$ cat src/rtl/imem_loader_pkg.sv
// Shared definitions for the instruction-memory loader.
// The default address width matches the pipeline PC width.
package imem_loader_pkg;

   localparam int INSTR_W     = 32;
   localparam int IMEM_ADDR_W = 10;

   typedef enum logic [1:0] {
      IDLE    = 2'd0,
      COLLECT = 2'd1,
      WRITE   = 2'd2,
      DONE    = 2'd3
   } state_t;

   // Byte lane inside the 32-bit word for the idx-th byte of the stream.
   function automatic logic [1:0] byte_lane(input logic [1:0] idx, input logic big_endian);
      return big_endian ? ~idx : idx;
   endfunction

endpackage

$ cat src/rtl/imem_loader_if.sv
// Byte-stream input and instruction-memory write port of the loader.
// The loader takes the slave view, the stream source/memory side takes master.
interface imem_loader_if
   import imem_loader_pkg::*;
#(
   parameter int ADDR_W = IMEM_ADDR_W
);

   logic                 ld_in_start;
   logic [ADDR_W:0]      ld_in_len;
   logic [7:0]           ld_in_byte;
   logic                 ld_in_byte_valid;
   logic                 ld_out_byte_ready;
   logic [ADDR_W-1:0]    ld_out_mem_addr;
   logic [INSTR_W-1:0]   ld_out_mem_data;
   logic                 ld_out_mem_wren;
   logic                 ld_out_busy;
   logic                 ld_out_done;
   logic                 ld_out_cpu_run;
   logic [ADDR_W:0]      ld_out_word_count;
   logic [7:0]           ld_out_checksum;

   modport slave (
      input  ld_in_start, ld_in_len, ld_in_byte, ld_in_byte_valid,
      output ld_out_byte_ready, ld_out_mem_addr, ld_out_mem_data, ld_out_mem_wren,
             ld_out_busy, ld_out_done, ld_out_cpu_run, ld_out_word_count, ld_out_checksum
   );

   modport master (
      output ld_in_start, ld_in_len, ld_in_byte, ld_in_byte_valid,
      input  ld_out_byte_ready, ld_out_mem_addr, ld_out_mem_data, ld_out_mem_wren,
             ld_out_busy, ld_out_done, ld_out_cpu_run, ld_out_word_count, ld_out_checksum
   );

endinterface

$ cat src/rtl/imem_loader_byte_packer.sv
// Packs accepted stream bytes into a 32-bit word and keeps a running XOR checksum.
// o_word_full flags the accept that completes the current word.
module imem_loader_byte_packer
   import imem_loader_pkg::*;
#(
   parameter bit BIG_ENDIAN = 1'b1
) (
   input  logic               clk,
   input  logic               rst_n,
   input  logic               i_accept,
   input  logic               i_clear,
   input  logic               i_clear_sum,
   input  logic [7:0]         i_byte,
   output logic [INSTR_W-1:0] o_word,
   output logic               o_word_full,
   output logic [7:0]         o_checksum
);

   logic [1:0]         r_idx;
   logic [INSTR_W-1:0] r_word;
   logic [7:0]         r_checksum;
   logic [1:0]         w_lane;

   assign w_lane      = byte_lane(r_idx, BIG_ENDIAN);
   assign o_word_full = i_accept && (r_idx == 2'd3);
   assign o_word      = r_word;
   assign o_checksum  = r_checksum;

   always_ff @(posedge clk or negedge rst_n) begin
      if (!rst_n) begin
         r_idx  <= 2'd0;
         r_word <= '0;
      end else if (i_clear) begin
         r_idx  <= 2'd0;
         r_word <= '0;
      end else if (i_accept) begin
         r_word[{w_lane, 3'b000} +: 8] <= i_byte;
         r_idx                         <= r_idx + 2'd1;
      end
   end

   // The checksum spans the whole session, so only a new session clears it.
   always_ff @(posedge clk or negedge rst_n) begin
      if (!rst_n) begin
         r_checksum <= 8'h00;
      end else if (i_clear_sum) begin
         r_checksum <= 8'h00;
      end else if (i_accept) begin
         r_checksum <= r_checksum ^ i_byte;
      end
   end

endmodule

$ cat src/rtl/imem_loader.sv
// Instruction-memory loader: byte stream in, one 32-bit word write per 4 bytes,
// CPU held out of run until the requested number of words has been written.
module imem_loader
   import imem_loader_pkg::*;
#(
   parameter int ADDR_W     = IMEM_ADDR_W,
   parameter bit BIG_ENDIAN = 1'b1
) (
   input  logic          ld_in_clk,
   input  logic          ld_in_rst,
   imem_loader_if.slave  bus
);

   state_t             r_state;
   state_t             w_next;
   logic [ADDR_W:0]    r_len_eff;
   logic [ADDR_W:0]    r_word_count;
   logic               r_ready;
   logic               r_busy;
   logic               r_done;
   logic               r_cpu_run;
   logic               r_wren;

   logic [ADDR_W:0]    w_len_eff;
   logic [ADDR_W:0]    w_count_inc;
   logic               w_start_ok;
   logic               w_accept;
   logic               w_word_full;
   logic               w_last_word;
   logic               w_clear;
   logic [INSTR_W-1:0] w_word;
   logic [7:0]         w_checksum;

   // Any length of 2^ADDR_W or more saturates so the address never wraps.
   assign w_len_eff   = bus.ld_in_len[ADDR_W] ? {1'b1, {ADDR_W{1'b0}}} : bus.ld_in_len;
   assign w_count_inc = r_word_count + {{ADDR_W{1'b0}}, 1'b1};
   assign w_start_ok  = bus.ld_in_start && ((r_state == IDLE) || (r_state == DONE));
   assign w_accept    = r_ready && bus.ld_in_byte_valid;
   assign w_last_word = (w_count_inc == r_len_eff);
   assign w_clear     = w_start_ok || (r_state == WRITE);

   imem_loader_byte_packer #(
      .BIG_ENDIAN (BIG_ENDIAN)
   ) u_packer (
      .clk         (ld_in_clk),
      .rst_n       (ld_in_rst),
      .i_accept    (w_accept),
      .i_clear     (w_clear),
      .i_clear_sum (w_start_ok),
      .i_byte      (bus.ld_in_byte),
      .o_word      (w_word),
      .o_word_full (w_word_full),
      .o_checksum  (w_checksum)
   );

   always_ff @(posedge ld_in_clk or negedge ld_in_rst) begin
      if (!ld_in_rst) begin
         r_state <= IDLE;
      end else begin
         r_state <= w_next;
      end
   end

   always_comb begin
      w_next = r_state;
      unique case (r_state)
         IDLE, DONE: begin
            if (w_start_ok) begin
               w_next = (w_len_eff == '0) ? DONE : COLLECT;
            end
         end
         COLLECT: begin
            if (w_word_full) begin
               w_next = WRITE;
            end
         end
         WRITE: begin
            w_next = w_last_word ? DONE : COLLECT;
         end
         default: begin
            w_next = IDLE;
         end
      endcase
   end

   always_ff @(posedge ld_in_clk or negedge ld_in_rst) begin
      if (!ld_in_rst) begin
         r_len_eff    <= '0;
         r_word_count <= '0;
      end else if (w_start_ok) begin
         r_len_eff    <= w_len_eff;
         r_word_count <= '0;
      end else if (r_state == WRITE) begin
         r_word_count <= w_count_inc;
      end
   end

   // Status outputs are decoded from the next state so they line up with the state register.
   always_ff @(posedge ld_in_clk or negedge ld_in_rst) begin
      if (!ld_in_rst) begin
         r_ready   <= 1'b0;
         r_busy    <= 1'b0;
         r_done    <= 1'b0;
         r_cpu_run <= 1'b0;
         r_wren    <= 1'b0;
      end else begin
         r_ready   <= (w_next == COLLECT);
         r_busy    <= (w_next == COLLECT) || (w_next == WRITE);
         r_done    <= (w_next == DONE);
         r_cpu_run <= (w_next == DONE);
         r_wren    <= (w_next == WRITE);
      end
   end

   assign bus.ld_out_byte_ready = r_ready;
   assign bus.ld_out_mem_addr   = r_word_count[ADDR_W-1:0];
   assign bus.ld_out_mem_data   = w_word;
   assign bus.ld_out_mem_wren   = r_wren;
   assign bus.ld_out_busy       = r_busy;
   assign bus.ld_out_done       = r_done;
   assign bus.ld_out_cpu_run    = r_cpu_run;
   assign bus.ld_out_word_count = r_word_count;
   assign bus.ld_out_checksum   = w_checksum;

endmodule

$ cat src/flat_wrapper.sv
// flat-port wrapper written by rule: the top's interface ports become plain ports
module imem_loader_flat import imem_loader_pkg::*;
#(
   parameter int ADDR_W     = IMEM_ADDR_W,
   parameter bit BIG_ENDIAN = 1'b1
)
  (ld_in_clk, ld_in_rst, bus_ld_in_start, bus_ld_in_len, bus_ld_in_byte, bus_ld_in_byte_valid, bus_ld_out_byte_ready, bus_ld_out_mem_addr, bus_ld_out_mem_data, bus_ld_out_mem_wren, bus_ld_out_busy, bus_ld_out_done, bus_ld_out_cpu_run, bus_ld_out_word_count, bus_ld_out_checksum);
  imem_loader_if #(.ADDR_W(ADDR_W)) bus_i ();
  input  logic ld_in_clk;
  input  logic ld_in_rst;
  input wire logic [$bits(bus_i.ld_in_start)-1:0] bus_ld_in_start;
  input wire logic [$bits(bus_i.ld_in_len)-1:0] bus_ld_in_len;
  input wire logic [$bits(bus_i.ld_in_byte)-1:0] bus_ld_in_byte;
  input wire logic [$bits(bus_i.ld_in_byte_valid)-1:0] bus_ld_in_byte_valid;
  output wire logic [$bits(bus_i.ld_out_byte_ready)-1:0] bus_ld_out_byte_ready;
  output wire logic [$bits(bus_i.ld_out_mem_addr)-1:0] bus_ld_out_mem_addr;
  output wire logic [$bits(bus_i.ld_out_mem_data)-1:0] bus_ld_out_mem_data;
  output wire logic [$bits(bus_i.ld_out_mem_wren)-1:0] bus_ld_out_mem_wren;
  output wire logic [$bits(bus_i.ld_out_busy)-1:0] bus_ld_out_busy;
  output wire logic [$bits(bus_i.ld_out_done)-1:0] bus_ld_out_done;
  output wire logic [$bits(bus_i.ld_out_cpu_run)-1:0] bus_ld_out_cpu_run;
  output wire logic [$bits(bus_i.ld_out_word_count)-1:0] bus_ld_out_word_count;
  output wire logic [$bits(bus_i.ld_out_checksum)-1:0] bus_ld_out_checksum;
  assign bus_i.ld_in_start = bus_ld_in_start;
  assign bus_i.ld_in_len = bus_ld_in_len;
  assign bus_i.ld_in_byte = bus_ld_in_byte;
  assign bus_i.ld_in_byte_valid = bus_ld_in_byte_valid;
  assign bus_ld_out_byte_ready = bus_i.ld_out_byte_ready;
  assign bus_ld_out_mem_addr = bus_i.ld_out_mem_addr;
  assign bus_ld_out_mem_data = bus_i.ld_out_mem_data;
  assign bus_ld_out_mem_wren = bus_i.ld_out_mem_wren;
  assign bus_ld_out_busy = bus_i.ld_out_busy;
  assign bus_ld_out_done = bus_i.ld_out_done;
  assign bus_ld_out_cpu_run = bus_i.ld_out_cpu_run;
  assign bus_ld_out_word_count = bus_i.ld_out_word_count;
  assign bus_ld_out_checksum = bus_i.ld_out_checksum;
  imem_loader #(.ADDR_W(ADDR_W), .BIG_ENDIAN(BIG_ENDIAN)) u_core (.ld_in_clk(ld_in_clk), .ld_in_rst(ld_in_rst), .bus(bus_i));
endmodule
$ cat config.mk
export PLATFORM = sky130hd
export DESIGN_NAME = imem_loader_flat
export DESIGN_NICKNAME = d
export VERILOG_FILES = /design/src/rtl/imem_loader_pkg.sv /design/src/rtl/imem_loader_if.sv /design/src/rtl/imem_loader_byte_packer.sv /design/src/rtl/imem_loader.sv /design/src/flat_wrapper.sv
export SDC_FILE = /design/constraint.sdc
export NUM_CORES = 1
export LEC_CHECK = 0
export BUFFER_PORTS_ARGS = -buffer_cell sky130_fd_sc_hd__buf_2
export CORE_UTILIZATION = 57
export DETAILED_ROUTE_END_ITERATION = 8
export GPL_TIMING_DRIVEN = 0
export PLACE_DENSITY = 0.91
export SYNTH_ARGS = -nofsm -noshare
export SYNTH_HDL_FRONTEND = slang
export SYNTH_SLANG_ARGS = --single-unit
$ cat constraint.sdc
create_clock -name ld_in_clk -period 3.86 [get_ports ld_in_clk]
set_input_delay 0.772 -clock ld_in_clk [delete_from_list [all_inputs] [get_ports ld_in_clk]]
set_output_delay 0.772 -clock ld_in_clk [all_outputs]
set_load 0.03 [all_outputs]
# --- Word-level counts from Yosys, hierarchy flattened ---
# Cells that the tools add are included.
# W data, S select, Z words.
totals:
  ff_bits: 70
  word_cells: 52
  output_inout_bits: 66
  input_bits: 23
op_classes:
  bitwise: 2
  n_reduce_logical: 12
  eq_ne: 8
  mux: 15
  shifts: 2
  addsub: 3
ops:
  columns: ["operator", "count"]
  rows:
  - ["$mux W32", 2]
  - ["$mux W11", 3]
  - ["$bwmux W32", 1]
  - ["$shift A8 B7 Y32 const A", 1]
  - ["$shiftx A8 B7 Y32", 1]
  - ["$mux W8", 2]
  - ["$mux W2", 6]
  - ["$add A11 B1 Y11 const B", 1]
  - ["$eq A11 B11 Y1", 1]
  - ["$logic_not A11 Y1", 1]
  - ["$eq A2 B2 Y1 const B", 5]
  - ["$xor A8 B8 Y8", 1]
  - ["$neg A5 Y7", 1]
  - ["$pmux W2 S3", 1]
  - ["$reduce_bool A2 Y1", 3]
  - ["$eq A2 B1 Y1 const B", 2]
  - ["$logic_and A1 B1 Y1", 3]
  - ["$logic_or A1 B1 Y1", 3]
  - ["$add A2 B1 Y2 const B", 1]
  - ["$logic_not A2 Y1", 1]
  - ["$not A2 Y2", 1]
  - ["$reduce_or A2 Y1", 1]

# --- Depth between registers and ports, before layout ---
# Gate-level depths: netlist (run 1).
depth:
  depth_word: 7
  mapped_depth: 8
  depth_no_buf: 8

# --- Cells and area by module ---
# Synthesis (run 1) repeated with hierarchy kept, for this count alone.
hier_totals:
  cells_unflattened: 362
  hier_area_um2: 3851.2
by_module_without_submodules:
  columns: ["mod", "seq_area_each_um2", "cells_per_inst", "area_each_um2", "instances"]
  rows:
  - ["imem_loader_byte_packer", 1051.0, 170, 2093.3, 1]
  - ["imem_loader", 700.7, 192, 1757.9, 1]

# --- Worst setup path after synthesis (run 1) ---
# No wires, ideal clock.
synth_path:
  kind: "input to register"
  startpoint: "in bus_ld_in_len[7]"
  endpoint: "reg u_core.r_busy, in the netlist u_core.bus.ld_out_busy"
  setup_ps: 63
  path_stages: 7
  path_slack_ps: 1516
  arrival_time_ps: 2281
  required_time_ps: 3797
  n_path_buf: 0
  path_cell_list: "nor4b_1 > nand3_1 > a311oi_1 > o2111ai_1 > o41ai_1 > ha_1 > inv_1"
synth_via:
  elab_chain_len: 7
  word_cells_on_any_way: 8
  cone_classes: "eq/ne (2); mux (4); reduce/logical (2)"
synth_rtl:
  columns: ["item", "line", "text"]
  rows:
  - ["start: declaration", "flat_wrapper.sv:12", "input wire logic [$bits(bus_i.ld_in_len)-1:0] bus_ld_in_len;"]
  - ["$mux W11 (*)", "imem_loader.sv:35", "assign w_len_eff = bus.ld_in_len[ADDR_W] ? {1'b1, {ADDR_W{1'b0}}} : bus.ld_in_len;"]
  - ["$logic_not A11 Y1 (*)", "imem_loader.sv:69", "w_next = (w_len_eff == '0) ? DONE : COLLECT;"]
  - ["$mux W2 (*)", "imem_loader.sv:69", null]
  - ["$mux W2 (*)", "imem_loader.sv:68", "if (w_start_ok) begin"]
  - ["$pmux W2 S3 (*)", "imem_loader.sv:66", "unique case (r_state)"]
  - ["$eq A2 B1 Y1 or $eq A2 B2 Y1 (tied branches)", "imem_loader.sv:108", "r_busy <= (w_next == COLLECT) || (w_next == WRITE);"]
  - ["$logic_or A1 B1 Y1 (*)", "imem_loader.sv:108", null]
  - ["end signal: assignment", "imem_loader.sv:108", null]
  - ["end: declaration", "imem_loader.sv:19", "logic r_busy;"]
# Mark *: on every way between the ends. The rest lies on a longest branch, timed or not.
# A chain may end at the register's enable or synchronous reset.

# --- Final worst setup path (run 1) ---
layout_path:
  startpoint: "reg u_core.r_word_count[1], in the netlist u_core.bus.ld_out_word_count[1]"
  endpoint: "reg u_core.r_busy, in the netlist u_core.bus.ld_out_busy"
layout_via:
  elab_chain_len: 6
  word_cells_on_any_way: 7
  cone_classes: "add/sub (1); eq/ne (3); mux (2); reduce/logical (1)"
layout_rtl:
  columns: ["item", "line", "text"]
  rows:
  - ["start: declaration", "imem_loader.sv:17", "logic [ADDR_W:0] r_word_count;"]
  - ["start signal: assignment", "imem_loader.sv:94", "r_word_count <= w_count_inc;"]
  - ["$add A11 B1 Y11 (*)", "imem_loader.sv:36", "assign w_count_inc = r_word_count + {{ADDR_W{1'b0}}, 1'b1};"]
  - ["$eq A11 B11 Y1 (*)", "imem_loader.sv:39", "assign w_last_word = (w_count_inc == r_len_eff);"]
  - ["$mux W2 (*)", "imem_loader.sv:78", "w_next = w_last_word ? DONE : COLLECT;"]
  - ["$pmux W2 S3 (*)", "imem_loader.sv:66", null]
  - ["$eq A2 B1 Y1 or $eq A2 B2 Y1 (tied branches)", "imem_loader.sv:108", null]
  - ["$logic_or A1 B1 Y1 (*)", "imem_loader.sv:108", null]
# Marks and branches as above.

==> results of run 1 <==
==> cell usage in the layout (no fill, tap or decap), types with 11 or more instances in the layout <==
cell,n
a21oi_1,13
a22o_1,24
buf_2,90
buf_4,13
clkbuf_8,11
dfrtp_1,70
nand2_1,41
nand3_1,20
nor2_1,23
xnor2_1,12
xor2_1,19
==> routing by layer <==
metal  routed length [microns]  track usage [%]  vias up  part of all wire (%)
li1                          -                -     1339                     -
met1                      3260             33.9     1428                    40
met2                      4090             48.6      131                    50
met3                       527             5.17       24                   6.5
met4                       240             14.9        0                   3.0
met5                         0                0        -                     0
==> sequential cells by signal (all words and copies together), names as in the netlist <==
| signal | flops |
|---|---|
| u_core.u_packer.r_idx | 2 |
| u_core.bus.ld_out_done | 1 |
| u_core.u_packer.o_word | 32 |
| u_core.bus.ld_out_busy | 1 |
| u_core.bus.ld_out_mem_wren | 1 |
| u_core.r_len_eff | 11 |
| u_core.bus.ld_out_byte_ready | 1 |
| u_core.u_packer.o_checksum | 8 |
| u_core.bus.ld_out_word_count | 11 |
| u_core.r_state | 2 |
==> cell type report <==
type                       count  area share, %
buffer                        25           3.47
clock buffer                  11           3.68
clock inverter                 4          0.547
inverter                       8          0.729
multi-input combinational    229           36.1
sequential                    70           42.6
tap                           72           2.19
timing repair buffer          88           10.8
==> stage by stage <==
stage	setup slack, ns	area (sq um)	utilization (%)
3_3_place_gp	1.12	3940	69.8
5_1_grt	1.18	4120	73.0
4_1_cts	1.41	4120	73.0
3_5_place_dp	1.04	3940	69.9
2_1_floorplan	1.52	3410	-
6_report	1.38	4120	73.0
==> path summary, 6_finish.rpt <==
path / end / slack [ns]
max in group asynchronous: u_core.bus.ld_out_busy / 2.77
worst min-delay path: u_core.u_packer.o_word[15] / 0.51
min in group asynchronous: u_core.u_packer.o_word[17] / 0.52
worst max-delay path: u_core.bus.ld_out_busy / 1.38
worst max register to register: u_core.bus.ld_out_busy / 1.38
worst min register to register: u_core.u_packer.o_word[15] / 0.51
==> cell families (layout without fill, tap and decap cells) <==
logic type	after synthesis	after routing	synth area share, %
AOI/OAI and AO/OA	64	64	13.2
and+or+nand+nor	122	122	17.9
muxes	1	1	0.294
DFF	70	70	51.4
xor gates and xnor gates	32	32	8.44
buffers and inverters	33	136	5.06
adders and majority gates	10	10	3.67
==> power by group <==
part	internal [mW]	total (mW)	switching [mW]
logic	0.395	1.22	0.820
clock network	0.261	0.541	0.280
registers	0.905	1.04	0.132
total	1.56	2.79	1.23
==> flow_metrics.env, run 1 <==
export IMPL_r2r_start="u_core.bus.ld_out_word_count[1]"
export IMPL_regArea_sq_um=1750
export IMPL_cp_data_arrival_time_ns=2.77
export IMPL_status="finished, final reports clean"
export IMPL_first_pass_iters=4
export IMPL_critPathKind="flip-flop to flip-flop"
export IMPL_grt_pass1_wl_mm=13.4
export IMPL_insertedDiodeCount=0
export IMPL_final_cells=507
export IMPL_clock_sinks=70
export IMPL_min_delay_start="u_core.u_packer.o_word[15]"
export IMPL_grt_setup_unrepaired="no"
export IMPL_synth_top_cells_by_count="dfrtp_1, nand2_1, a22o_1"
export IMPL_fmax_ghz=0.403
export IMPL_root_buffer="clkbuf_8"
export IMPL_finalSetupTns_ns=0
export IMPL_insertion_delay_ns=0.36
export IMPL_io_pins=89
export IMPL_synth_area_leaders="dfrtp_1, a22o_1, xor2_1"
export IMPL_relSlewSlack_pct=42.7
export IMPL_clk_pin_slew_ns=0.07
export IMPL_cp_max_fo=8
export IMPL_p_leak_nw=2.11
export IMPL_drv_cap=0
export IMPL_worst_path_stages=7
export IMPL_gp_congestion=0.902
export IMPL_area_growth_pct=20.7
export IMPL_grt_max_degree=71
export IMPL_vias=2922
export IMPL_startpoint="u_core.bus.ld_out_word_count[1]"
export IMPL_antenna_found_initial=0
export IMPL_cts_tree="yes"
export IMPL_syn_area_per_cell_sq_um=10.3
export IMPL_ys_seq_elements=70
export IMPL_avgRoutedWirePerCell_microns=16.0
export IMPL_initial_utilization_pct=60.4
export IMPL_worstPathCellList="ha_1, nand4_1, nor4_1, a311oi_1, o41ai_1, ha_1, inv_1"
export IMPL_async_flop_share_pct=100
export IMPL_crit_slowest_cell="o41ai_1"
export IMPL_postCtsHoldBufs=0
export IMPL_clockBufferDepth=2
export IMPL_yosysMostFrequentCell="dfrtp_1"
export IMPL_overflow=0
export IMPL_die_w_microns=79.3
export IMPL_required_ns=4.15
export IMPL_dr_first_iter_drc_count=217
export IMPL_critPathBufInv=1
export IMPL_die_height_microns=79.3
export IMPL_finClkSkew_ns=0.0109
export IMPL_ir_drop_uv=444
export IMPL_cts_buffers=9
export IMPL_p_per_area_nw_per_um2=679
export IMPL_n_fill_cell=398
export IMPL_drive_above_1_share_pct=28.7
export IMPL_syn_nets=365
export IMPL_hold_path_depth=1
export IMPL_die_area_sq_um=6290
export IMPL_vias_per_cell=5.76
export IMPL_placed_cells=492
export IMPL_ant_nets=0
export IMPL_setup_viol=0
export IMPL_drc=0
export IMPL_cp_start_kind="flip-flop"
export IMPL_holdWs_ns=0.505
export IMPL_crit_family="compound AO/OA/AOI/OAI gates"
export IMPL_grt_usage_pct=28.4
export IMPL_synth_area_leader_cell="dfrtp_1"
export IMPL_tightest_slew_ns=0.859
export IMPL_min_period_ns=2.48
export IMPL_multi_input_area_sq_um=1490
export IMPL_dp_hpwl_mm=5.78
export IMPL_cp_end_kind="flip-flop"
export IMPL_htreeDepth=3
export IMPL_synth_top_cell_area_share_pct=51.4
export IMPL_reg2reg_depth=7
export IMPL_finalPower_mw=2.79
export IMPL_yosysSeqAreaShare_pct=51.4
export IMPL_cpMostUsedCell="ha_1"
export IMPL_yosysWarnings=0
export IMPL_postSynthCellCount=332
export IMPL_grt_pass1_vias=2842
export IMPL_io_buffers=88
export IMPL_fin_crit_sh_pct=64.2
export IMPL_drv_slew=0
export IMPL_ys_flop_type="dfrtp_1"
export IMPL_hold_violations=0
export IMPL_cts_resized=0
export IMPL_cts_setup_buffers=0
export IMPL_nets=464
export IMPL_syn_area_sq_um=3410
export IMPL_hp_class="flip-flop to flip-flop"
export IMPL_synth_edf_count=0
export IMPL_std_cell_rows=27
export IMPL_ys_types=41
export IMPL_wirelength_mm=8.12
export IMPL_cp_slowest_stage_delay_ns=0.51
export IMPL_core_region_area_sq_um=5640
Power figures use the tool's default switching activity.
==> run 2, diff against run 1 <==
--- a/config.mk
+++ b/config.mk
@@ -6,10 +6,10 @@
 export NUM_CORES = 1
 export LEC_CHECK = 0
 export BUFFER_PORTS_ARGS = -buffer_cell sky130_fd_sc_hd__buf_2
-export CORE_UTILIZATION = 57
+export CORE_UTILIZATION = 53
 export DETAILED_ROUTE_END_ITERATION = 8
 export GPL_TIMING_DRIVEN = 0
-export PLACE_DENSITY = 0.91
+export PLACE_DENSITY = 0.86
 export SYNTH_ARGS = -nofsm -noshare
 export SYNTH_HDL_FRONTEND = slang
 export SYNTH_SLANG_ARGS = --single-unit
==> constraint.sdc (replaced) <==
create_clock -name ld_in_clk -period 2.53 [get_ports ld_in_clk]
set_input_delay 0.506 -clock ld_in_clk [delete_from_list [all_inputs] [get_ports ld_in_clk]]
set_output_delay 0.506 -clock ld_in_clk [all_outputs]
set_load 0.03 [all_outputs]
==> flow_metrics.env, run 2 (synthesized netlist as in run 1, its figures left out) <==
export IMPL_critPathBufInv=1
export IMPL_final_util_pct=69.4
export IMPL_min_period_ns=2.39
export IMPL_grt_pass1_wl_mm=13.0
export IMPL_setup_viol=0
export IMPL_cp_data_arrival_time_ns=2.69
export IMPL_overflow=0
export IMPL_n_fill_cell=442
export IMPL_io_pins=89
export IMPL_drv_cap=0
export IMPL_wirelength_mm=8.31
export IMPL_grt_max_degree=71
export IMPL_worstPathCellList="ha_2, xnor2_1, nand3_1, a311oi_2, o2111ai_2, o41ai_4, ha_1, inv_1"
export IMPL_r2r_start="u_core.bus.ld_out_word_count[1]"
export IMPL_die_w_microns=82.2
export IMPL_dr_first_iter_drc_count=245
export IMPL_cts_tree="yes"
export IMPL_cp_max_fo=8
export IMPL_cts_buffers=9
export IMPL_multi_input_area_sq_um=1530
export IMPL_avgRoutedWirePerCell_microns=16.2
export IMPL_drc=0
export IMPL_initial_utilization_pct=56.3
export IMPL_final_cell_mix="buf_2, dfrtp_1, nand2_1"
export IMPL_clock_sinks=70
export IMPL_relSlewSlack_pct=41.9
export IMPL_drive_above_1_share_pct=30.7
export IMPL_p_leak_nw=2.13
export IMPL_ant_nets=0
export IMPL_hold_violations=0
export IMPL_clk_pin_slew_ns=0.09
export IMPL_postCtsHoldBufs=0
export IMPL_grt_usage_pct=26.2
export IMPL_cp_start_kind="flip-flop"
export IMPL_insertedDiodeCount=0
export IMPL_gp_congestion=0.850
export IMPL_ir_drop_uv=730
export IMPL_fmax_ghz=0.418
export IMPL_die_height_microns=82.2
export IMPL_critPathKind="flip-flop to flip-flop"
export IMPL_antenna_found_initial=0
export IMPL_hp_class="input port to asynchronous set/reset pin"
export IMPL_insertion_delay_ns=0.36
export IMPL_final_common_cell="buf_2"
export IMPL_vias_per_cell=5.74
export IMPL_vias=2937
export IMPL_core_region_area_sq_um=6060
export IMPL_required_ns=2.83
export IMPL_htreeDepth=3
export IMPL_tightest_slew_ns=0.871
export IMPL_regArea_sq_um=1750
export IMPL_area_growth_pct=23.4
export IMPL_holdWs_ns=0.235
export IMPL_die_area_sq_um=6760
export IMPL_drv_slew=0
export IMPL_dp_hpwl_mm=5.79
export IMPL_grt_pass1_vias=2647
export IMPL_io_buffers=88
export IMPL_root_buffer="clkbuf_8"
export IMPL_p_per_area_nw_per_um2=1070
export IMPL_finClkSkew_ns=0.00991
export IMPL_finalPower_mw=4.52
export IMPL_largest_register_ffs=32
export IMPL_nets=465
export IMPL_fin_crit_sh_pct=94.6
export IMPL_clockBufferDepth=2
export IMPL_cp_end_kind="flip-flop"
export IMPL_cp_slowest_stage_delay_ns=0.46
export IMPL_status="finished, final reports clean"
export IMPL_first_pass_iters=4
export IMPL_startpoint="u_core.bus.ld_out_word_count[1]"
export IMPL_crit_family="compound AO/OA/AOI/OAI gates"
export IMPL_crit_slowest_cell="dfrtp_2"
export IMPL_std_cell_rows=28
-- run 2: what timing repair did --
item	in CTS	in global routing
gates resized for setup	1	8
setup buffers	0	1
endpoints found under the hold margin	0	0
pin swaps	0	1
setup endpoints to repair	1	1
cloned	0	0
-- run 2: area by class of cell --
| type | instances | area share, % |
|---|---|---|
| Buffer | 25 | 3.39 |
| Clock buffer | 10 | 3.27 |
| Clock inverter | 6 | 1.64 |
| Inverter | 8 | 0.714 |
| Multi-Input combinational cell | 229 | 36.4 |
| Sequential cell | 70 | 41.7 |
| Tap cell | 75 | 2.23 |
| Timing Repair Buffer | 89 | 10.7 |
-- run 2: path summary, 6_finish.rpt --
check | end | slack, ns | cells past startpoint
setup / recovery | u_core.bus.ld_out_busy | 0.14 | 8
hold / removal | u_core.u_packer.o_word[22] | 0.23 | 1
setup reg to reg | u_core.bus.ld_out_busy | 0.14 | 8
hold reg to reg | u_core.u_packer.o_word[12] | 0.50 | 1
max in group asynchronous | u_core.bus.ld_out_word_count[1] | 1.65 | 1
min in group ld_in_clk | u_core.r_len_eff[2] | 0.40 | 3
-- run 2: power breakdown --
part	switching, mW	total (mW)	internal [mW]
clock network	0.465	0.954	0.489
logic	1.31	1.98	0.662
registers	0.206	1.59	1.38
total	1.98	4.52	2.53
-- run 2: per-layer routing --
layer | GRT usage, % | vias to the layer above | wire length, microns | share of wire, %
met5 | 0 | - | 0 | 0
met2 | 43.8 | 133 | 4120 | 49
met4 | 11.9 | 0 | 180 | 2.2
met3 | 4.95 | 20 | 538 | 6.5
li1 | - | 1345 | - | -
met1 | 32.7 | 1439 | 3480 | 42
-- run 2: stage by stage --
stage          TNS [ns]  setup WS (ns)  area (sq um)  instances
3_3_place_gp          0         0.0253          3940        495
5_1_grt        -0.00173       -0.00173          4210        512
4_1_cts               0          0.119          4160        511
6_report              0          0.137          4210        512
2_1_floorplan         0          0.223          3410        332
3_5_place_dp     -0.170         -0.142          3950        495
==> run 3, diff against run 2 <==
--- a/config.mk
+++ b/config.mk
@@ -6,10 +6,9 @@
 export NUM_CORES = 1
 export LEC_CHECK = 0
 export BUFFER_PORTS_ARGS = -buffer_cell sky130_fd_sc_hd__buf_2
-export CORE_UTILIZATION = 53
+export CORE_UTILIZATION = 40
 export DETAILED_ROUTE_END_ITERATION = 8
-export GPL_TIMING_DRIVEN = 0
-export PLACE_DENSITY = 0.86
+export PLACE_DENSITY = 0.63
 export SYNTH_ARGS = -nofsm -noshare
 export SYNTH_HDL_FRONTEND = slang
 export SYNTH_SLANG_ARGS = --single-unit
==> flow_metrics.env, run 3 (synthesized netlist as in run 1, its figures left out) <==
export IMPL_status="finished, final reports clean"
export IMPL_setup_viol=0
export IMPL_grt_usage_pct=19.1
export IMPL_dp_hpwl_mm=5.81
export IMPL_crit_family="compound AO/OA/AOI/OAI gates"
export IMPL_final_cells=525
export IMPL_vias_per_cell=5.19
export IMPL_core_region_area_sq_um=8220
export IMPL_die_w_microns=94.3
export IMPL_overflow=0
export IMPL_hold_violations=0
export IMPL_cpMostUsedCell="ha_1"
export IMPL_p_per_area_nw_per_um2=1050
export IMPL_dr_first_iter_drc_count=107
export IMPL_post_dp_cell_area_sq_um=3920
export IMPL_cp_end_kind="flip-flop"
export IMPL_hp_class="input port to asynchronous set/reset pin"
export IMPL_worstPathCellList="ha_1, nand4_1, o21ai_0, a211oi_1, a311oi_1, o41ai_2, ha_1, inv_1"
export IMPL_placed_cells=509
export IMPL_insertion_delay_ns=0.35
export IMPL_htreeDepth=3
export IMPL_std_cell_rows=33
export IMPL_p_comb_share_pct=43.0
export IMPL_grt_max_degree=71
export IMPL_required_ns=2.78
export IMPL_fin_crit_sh_pct=89.5
export IMPL_cp_data_arrival_time_ns=2.51
export IMPL_ant_nets=0
export IMPL_die_area_sq_um=8900
export IMPL_final_common_cell="buf_2"
export IMPL_io_buffers=88
export IMPL_root_buffer="clkbuf_8"
export IMPL_ir_drop_uv=402
export IMPL_postCtsHoldBufs=0
export IMPL_cts_tree="yes"
export IMPL_insertedDiodeCount=0
export IMPL_finalSetupTns_ns=0
export IMPL_p_leak_nw=2.07
export IMPL_drv_slew=0
export IMPL_cp_max_fo=8
export IMPL_final_cell_mix="buf_2, dfrtp_1, nand2_1"
export IMPL_die_height_microns=94.3
export IMPL_cp_slowest_stage_delay_ns=0.49
export IMPL_critPathKind="flip-flop to flip-flop"
export IMPL_first_pass_iters=5
export IMPL_grt_pass1_vias=2576
export IMPL_final_area_sq_um=4120
export IMPL_vias=2726
export IMPL_cp_start_kind="flip-flop"
export IMPL_initial_utilization_pct=41.5
export IMPL_internal_power_mw=2.47
export IMPL_grt_pass1_wl_mm=12.9
export IMPL_finalPower_mw=4.34
export IMPL_cts_buffers=9
export IMPL_drv_cap=0
export IMPL_seqPwrFrac_pct=36.0
export IMPL_rrSetupSlack_ns=0.27
export IMPL_tightest_slew_ns=0.868
export IMPL_p_clk_share_pct=21.0
export IMPL_drive_above_1_share_pct=28.6
export IMPL_finClkSkew_ns=0.00974
export IMPL_antenna_found_initial=0
export IMPL_gp_congestion=0.855
export IMPL_relSlewSlack_pct=41.7
export IMPL_clock_sinks=70
export IMPL_clk_pin_slew_ns=0.08
export IMPL_final_util_pct=50.2
export IMPL_crit_slowest_cell="a311oi_1"
export IMPL_critPathBufInv=1
export IMPL_avgRoutedWirePerCell_microns=15.2
export IMPL_wirelength_mm=7.96
export IMPL_fmax_ghz=0.442
export IMPL_io_pins=89
export IMPL_clockBufferDepth=2
export IMPL_switching_power_mw=1.87
export IMPL_drc=0
export IMPL_min_period_ns=2.26
export IMPL_p_sw_share_pct=43.0
export IMPL_largest_register_ffs=32
export IMPL_area_growth_pct=21.0
export IMPL_nets=448
==> run 3: metrics by stage <==
step | setup slack (ns) | hold WS [ns]
finish | 0.266 | 0.147
global route | -0.00285 | 0.174
CTS | 0.188 | 0.175
detailed placement | 0.145 | 0.486
global placement | 0.121 | 0.483
floorplan | 0.223 | 0.210
==> run 3: cell type report <==
class	count	area, sq um
clock buffers	10	128
clock inverters	6	70.1
repair buffers	97	520
fillers	793	4090
multi-input cells	229	1490
inverters	8	30.0
flip-flops and latches	70	1750
well taps	105	131
==> run 3: repair_timing <==
item / 4_1_cts / 5_1_grt
setup endpoints to repair: 0 / 1
endpoints found under the hold margin: 0 / 0
setup buffers: 0 / 0
resized for setup: 0 / 1
==> run 3: worst paths after layout <==
check,start,endpoint,depth (start not counted)
setup / recovery,u_core.bus.ld_out_word_count[0],u_core.bus.ld_out_busy,8
hold / removal,ld_in_rst,u_core.u_packer.o_word[31],2
setup reg to reg,u_core.bus.ld_out_word_count[0],u_core.bus.ld_out_busy,8
hold reg to reg,u_core.u_packer.o_word[31],u_core.u_packer.o_word[31],1
max in group asynchronous,ld_in_rst,u_core.bus.ld_out_word_count[10],2
min in group ld_in_clk,bus_ld_in_len[3],u_core.r_len_eff[3],3
==> run 3: power groups by stage <==
stage	Clock [mW]	Sequential, mW	Combinational, mW
2_1_floorplan	0	1.88	1.03
6_report	0.911	1.56	1.86
4_1_cts	0.932	1.56	1.88
3_3_place_gp	0	1.58	1.84
5_1_grt	0.982	1.59	2.09
3_5_place_dp	0	1.59	1.86
==> run 3: per-layer routing <==
| layer | vias to the layer above | global-route usage (%) | part of all wire, % |
|---|---|---|---|
| met2 | 80 | 30.7 | 47 |
| met5 | - | 0 | 0 |
| li1 | 1310 | - | - |
| met4 | 0 | 6.92 | 1.6 |
| met3 | 8 | 4.45 | 5.7 |
| met1 | 1328 | 25.2 | 46 |
